==> config.mk <==
export PLATFORM = sky130hd
export DESIGN_NAME = seg7_scan_driver
export DESIGN_NICKNAME = d
export VERILOG_FILES = /design/src/rtl/seg7_pkg.sv /design/src/rtl/bcd_to_seg7.sv /design/src/rtl/seg7_scan_driver.sv
export SDC_FILE = /design/constraint.sdc
export NUM_CORES = 1
export LEC_CHECK = 0
export ABC_AREA = 1
export CAP_MARGIN = 30
export CORE_MARGIN = 8
export CORE_UTILIZATION = 45
export DETAILED_ROUTE_END_ITERATION = 7
export PLACE_DENSITY = 0.71
export SLEW_MARGIN = 20
export SYNTH_ARGS = -nofsm -noshare
export SYNTH_HDL_FRONTEND = slang
export SYNTH_SLANG_ARGS = --single-unit
==> constraint.sdc <==
create_clock -name clk -period 1.5 [get_ports clk]
set_input_delay 0.45 -clock clk [delete_from_list [all_inputs] [get_ports clk]]
set_output_delay 0.45 -clock clk [all_outputs]
set_load 0.02 [all_outputs]
==> src/rtl/seg7_pkg.sv <==
// Shared types and active-high segment patterns for the 4-digit scanner.
// Bit order is {g,f,e,d,c,b,a}; the top inverts for the common-anode pins.
package seg7_pkg;

    localparam int NUM_DIGITS = 4;

    typedef logic [3:0] bcd_t;

    localparam logic [6:0] SEG_0    = 7'b0111111;
    localparam logic [6:0] SEG_1    = 7'b0000110;
    localparam logic [6:0] SEG_2    = 7'b1011011;
    localparam logic [6:0] SEG_3    = 7'b1001111;
    localparam logic [6:0] SEG_4    = 7'b1100110;
    localparam logic [6:0] SEG_5    = 7'b1101101;
    localparam logic [6:0] SEG_6    = 7'b1111101;
    localparam logic [6:0] SEG_7    = 7'b0000111;
    localparam logic [6:0] SEG_8    = 7'b1111111;
    localparam logic [6:0] SEG_9    = 7'b1101111;
    localparam logic [6:0] SEG_DASH = 7'b1000000;
    localparam logic [6:0] SEG_OFF  = 7'b0000000;

endpackage

==> src/rtl/bcd_to_seg7.sv <==
// Combinational BCD digit to active-high segment decoder.
// Non-decimal codes render a dash so corrupt results are visible.
module bcd_to_seg7
    import seg7_pkg::*;
(
    input  bcd_t       digit,
    output logic [6:0] seg
);

    // Plain lookup; codes 10..15 fall to the dash.
    always_comb begin
        seg = SEG_DASH;
        case (digit)
            4'd0: seg = SEG_0;
            4'd1: seg = SEG_1;
            4'd2: seg = SEG_2;
            4'd3: seg = SEG_3;
            4'd4: seg = SEG_4;
            4'd5: seg = SEG_5;
            4'd6: seg = SEG_6;
            4'd7: seg = SEG_7;
            4'd8: seg = SEG_8;
            4'd9: seg = SEG_9;
            default: seg = SEG_DASH;
        endcase
    end

endmodule

==> src/rtl/seg7_scan_driver.sv <==
// Time-multiplexed 4-digit common-anode scanner. A result is staged in
// pending and copied to shadow only at the frame wrap, so a frame never
// mixes two values. Each slot opens with a dark gap to hide ghosting.
module seg7_scan_driver
    import seg7_pkg::*;
#(
    parameter int SCAN_DIV  = 50,
    parameter int BLANK_CYC = 4
) (
    input  logic        clk,
    input  logic        rst_n,
    input  logic        en,
    input  logic [15:0] bcd_in,
    input  logic        bcd_load,
    input  logic        blank_lz,
    output logic [6:0]  seg_n,
    output logic [3:0]  an_n,
    output logic        frame_tick
);

    localparam int CW = $clog2(SCAN_DIV);
    localparam logic [CW-1:0] CNT_LAST  = CW'(SCAN_DIV - 1);
    localparam logic [CW-1:0] BLANK_END = CW'(BLANK_CYC);
    localparam logic [CW-1:0] CNT_ONE   = CW'(1);

    logic [CW-1:0]               cnt;
    logic [1:0]                  idx;
    bcd_t [NUM_DIGITS-1:0]       pending;
    bcd_t [NUM_DIGITS-1:0]       shadow;
    logic [NUM_DIGITS-1:0][6:0]  dig_seg;
    logic [NUM_DIGITS-1:0]       lz_dark;
    logic                        slot_end;
    logic                        commit;
    logic [3:0]                  an_nxt;
    logic [6:0]                  seg_nxt;

    assign slot_end = (cnt == CNT_LAST);
    assign commit   = en && slot_end && (idx == 2'd3);

    // One decoder per digit of the shadow value; the active slot picks one.
    for (genvar g = 0; g < NUM_DIGITS; g++) begin : g_dec
        bcd_to_seg7 u_dec (
            .digit (shadow[g]),
            .seg   (dig_seg[g])
        );
    end

    // Leading-zero run from the thousands digit downward; ones never blanks.
    always_comb begin
        logic run;
        lz_dark = '0;
        run     = blank_lz;
        for (int k = NUM_DIGITS - 1; k >= 1; k--) begin
            run        = run && (shadow[k] == 4'd0);
            lz_dark[k] = run;
        end
    end

    // Next pin values: dark during the blanking gap, else selected digit.
    always_comb begin
        an_nxt  = 4'hF;
        seg_nxt = 7'h7F;
        if (cnt >= BLANK_END) begin
            an_nxt  = ~(4'b0001 << idx);
            seg_nxt = ~(lz_dark[idx] ? SEG_OFF : dig_seg[idx]);
        end
    end

    // Pending buffer: every load overwrites, last one before commit wins.
    always_ff @(posedge clk or negedge rst_n) begin
        if (!rst_n) begin
            pending <= '0;
        end else if (bcd_load) begin
            pending <= bcd_in;
        end
    end

    // Slot counter and digit index; disable parks both at zero.
    always_ff @(posedge clk or negedge rst_n) begin
        if (!rst_n) begin
            cnt <= '0;
            idx <= '0;
        end else if (!en) begin
            cnt <= '0;
            idx <= '0;
        end else if (slot_end) begin
            cnt <= '0;
            idx <= idx + 2'd1;
        end else begin
            cnt <= cnt + CNT_ONE;
        end
    end

    // Shadow tracks pending while disabled so re-enable is up to date;
    // at the frame wrap a same-cycle load bypasses pending.
    always_ff @(posedge clk or negedge rst_n) begin
        if (!rst_n) begin
            shadow <= '0;
        end else if (!en) begin
            shadow <= pending;
        end else if (commit) begin
            shadow <= bcd_load ? bcd_in : pending;
        end
    end

    // Registered pins and frame pulse.
    always_ff @(posedge clk or negedge rst_n) begin
        if (!rst_n) begin
            an_n       <= 4'hF;
            seg_n      <= 7'h7F;
            frame_tick <= 1'b0;
        end else if (!en) begin
            an_n       <= 4'hF;
            seg_n      <= 7'h7F;
            frame_tick <= 1'b0;
        end else begin
            an_n       <= an_nxt;
            seg_n      <= seg_nxt;
            frame_tick <= commit;
        end
    end

endmodule

==> reports/metrics.sh <==
RUN_STATUS='finished clean'
GRT_FIRST_PASS_WIRELENGTH_UM=11400
MIN_PERIOD_NS=1.46
FINAL_ANTENNA_NET_COUNT=0
POST-SYNTH-TOP-AREA-FRACTION_PCT=32.6
WORST-PATH-MAX-FANOUT=1
MAXCAPVIOLCOUNT=0
TIMING.HOLD.WS_NS=0.0575
CRITICAL_PATH.REG2REG.ENDPOINT='seg_n[6]'
CLOCKBUFFERDEPTH=2
DPL.HPWL_UM=4730
SYNTH.YOSYS.SEQ_AREA_SHARE_PCT=41.8
SYNTH_ADDER_AREA_SHARE_PCT=10.7
ASYNC_SET_OR_RESET_REGISTER_RATIO_AFTER_SYNTHESIS_PCT=100
CTS_MADE_BUFFERS=5
HOLD_VIOL=0
HOLD_BUFFERS=0
POSTLAYOUTCOREUTIL_PCT=55.3
AREA_SHARE_OF_XOR_XNOR_CELLS_IN_THE_SYNTHESIZED_DESIGN_PCT=0.278
CLK_ROOT_BUFFER_CELL='clkbuf_8'
DPL.CELL_COUNT=527
TIMING.HOLD.WORST.CLASS='primary input to asynchronous set/reset pin'
POWER.STATIC_LEAKAGE_uW=0.00184
INITIAL_CELL_DENSITY_OF_THE_CORE_PCT=46.3
TIMING.CRITICAL_PATH.MAX_DELAY_FAMILY='flip-flops'
YOSYSUNIQUECELLTYPES=28
SYNTH_TOP_CELLS_BY_AREA='dfrtp_1 (33%), nand2_1 (14%), ha_1 (11%)'
SYNTH_TOP_FAMILY_BY_AREA='simple AND/OR/NAND/NOR gates'
MET2_USAGE_PCT=23.0
WORST-ENDPOINT-ARRIVAL_NS=1.01
CLKSLEWWORSTSETUPHOLDPATHS_NS=0.09
DRIVE_GT1_SHARE_PCT=15.9
GRT_UTIL_ALL_LAYERS_PCT=13.9
SYNTH_COMMON_CELLS='nand2_1 (119), inv_1 (53), nand3_1 (48)'
SYNTHMUXAREASHARE_PCT=0
STD_CELL_ROWS=30
DR.FIRST_ITER.DRC_COUNT=154
DESIGN.DIE.AREA_UM2=9930
CLK-INSERTION-DELAY-LATE_NS=0.30
WORST-PATH-BUF-INV=1
SYNTHSIMPLEGATEAREAFRAC_PCT=27.4
CORE_UM2=6790
ANTENNA_CELLS_INSERTED=0
DETAILEDROUTE.FIRSTPASSITERATIONCOUNT=4
TIMING.CLOCK.SKEW_NS=0.00647
SYNTH_LARGEST_AREA_CELL='dfrtp_1'
CTS_TREE='done'
DESIGN_AREA_UM2=3760
TOTAL_POWER_uW=3360
GRT_PASS1_VIAS=2553
CP_CELL_SEQUENCE='dlygate4sd2_1'
FINAL_NETS=488
CP_SLOWEST_STAGE_DELAY_NS=0.38
GRT_UTIL_MET1_PCT=17.3
YOSYSMOSTFREQUENTCELL='nand2_1'
NUMBER_OF_FILLER_INSTANCES_IN_THE_FINAL_LAYOUT=646
CLOCK_TREE.HTREE_LEVEL_COUNT=2
REG2REG_FROM='shadow[4]'
CLOCK_SINKS=52
MAPPEDNETLISTAREA_UM2=3150
MAX_SLEW_HEADROOM_AT_THE_WORST_PIN_PCT=74.5
SYN_AVG_CELL_AREA_UM2=7.97
AREAGROWTHSYNTHTOFINISH_PCT=19.4
FINAL.PERIOD_UTILIZATION_PCT=97.1
POWERDENSITY_nW_PER_UM2=894
SETUP_VIOL=0
SETUP.WORST_PATH.END_CLASS='output pin'
WORSTSETUPPATHTYPE='register to output pin'
DIE_H_UM=99.6
SYNTHCELLS=395
SYNTHESIZED_AREA_FRACTION_OCCUPIED_BY_AO_OA_AOI_AND_OAI_CELLS_PCT=10.3
SYNTH.FF_LATCH_COUNT=52
REPORT.FINAL.SLEW_VIOL_COUNT=0
DR_TOTAL_VIAS=2571
GRT_PEAK_USE_LAYER='met2'
MAPPEDNETLISTNETS=443
TIMING.CRITICAL_PATH.FROM_TYPE='register'
MULTI_INPUT_COMB_AREA_UM2=1570
FLOORPLAN.IO_PINS=33
ANTENNA_FOUND_INITIAL=0
AREA.SEQUENTIAL_UM2=1320
WORST_R2R_PATH_CELLS=8
LAYOUTNONFILLERINSTCOUNT=536
NUMBER_OF_ENABLE_FLIP_FLOP_CELLS_AFTER_SYNTHESIS=0
GRT_OVERFLOW_TOTAL=0
DRC=0
WIRELENGTH_UM=6620
CTS_SETUP_BUFFERS=0
HIGHEST_CLOCK_RATE_GHz=0.687
WORST_EP_REQUIRED_TIME_NS=1.05
SYNTH.YOSYS.WARNINGS=0
DIE_WIDTH_UM=99.6
ROUTE.DETAILED.WL_PER_INST_UM=12.3
WORST-SLEW-PIN-TRANSITION_NS=0.383
GRT_USE_MET3_PCT=2.86
DPL_CELL_AREA_UM2=3640
POSTSYNTH.TOPFLOPCELL='dfrtp_1'
VDD_DROP_MAX_mV=0.495
CP_SLOWEST_CELL='dfrtp_1'
VIAS_PER_CELL=4.80
GRT_MAX_DEGREE=37
IO_BUFFERS=32
REG2REG_SLACK_NS=0.11
GP_CONGESTION=0.867
-- through the flow --
| stage | TNS (ns) | setup WS (ns) |
|---|---|---|
| finish | 0 | 0.0441 |
| global route | -0.00157 | -0.00157 |
| CTS | 0 | 0.0105 |
| detailed placement | -6.21 | -0.350 |
| global placement | -5.63 | -0.297 |
| floorplan | 0 | 0.136 |
-- sequential cells by signal (all words and copies together), names as in the netlist --
name        count
shadow         16
idx             2
seg_n           7
frame_tick      1
an_n            4
pending        16
cnt             6
-- report_power, final --
part	internal, uW	switching [uW]	total [uW]
logic	273	402	675
registers	1500	76.7	1580
clock network	657	449	1110
total	2440	927	3360
-- cells by family after synthesis --
kind of cell,after synthesis
simple gates,200
buf+inv,70
flops,52
compound gates,45
fa+ha+maj,27
xor+xnor,1
-- layer usage --
layer  share of wire, %  routed length (um)  vias to the layer above
met5                  0                   0                        -
met4                1.9                 128                        0
met3                4.5                 299                       13
met2                 47                3100                       61
met1                 47                3090                     1147
li1                   -                   -                     1350
-- cell type report --
| cell class | instances | share of cell area [%] |
|---|---|---|
| clock inverter | 2 | 1.60 |
| sequential | 52 | 35.0 |
| inverter | 57 | 5.99 |
| multi-input combinational | 275 | 41.7 |
| timing repair buffer | 49 | 10.7 |
| clock buffer | 5 | 1.83 |
| tap | 96 | 3.19 |
-- how the worst max path moves through the flow --
stage / startpoint / endpoint / slack (ns) / cells after the start
6_report: frame_tick / frame_tick / 0.04 / 1
5_1_grt: idx[0] / shadow[0] / -0.002 / 7
4_1_cts: en / shadow[7] / 0.01 / 7
3_5_place_dp: en / shadow[7] / -0.35 / 7
3_3_place_gp: en / shadow[15] / -0.30 / 7
2_1_floorplan: idx[0] / shadow[0] / 0.14 / 8
-- layout by cell type, fill, tap and decap left out, types with 2 or more instances in the layout --
cell type	Yosys	layout
dfstp_2	11	11
nand2_1	119	119
o21ai_0	23	22
nor2_2	0	3
buf_4	2	15
bufinv_16	0	2
dfrtp_1	41	41
nor2_1	24	21
nor2_4	3	3
clkbuf_8	0	5
o211ai_1	12	12
nand4_2	0	2
o211ai_2	9	9
buf_2	6	12
nand4_1	2	2
ha_1	27	26
inv_1	53	53
nand3_1	48	48
clkdlybuf4s50_1	0	19
-- what timing repair did --
action / in CTS / in global routing
pin swaps: 0 / 1
cloned: 0 / 2
endpoints found under the setup margin: 13 / 23
resized for setup: 47 / 8
Note: power is estimated with default switching activity, not from simulation.
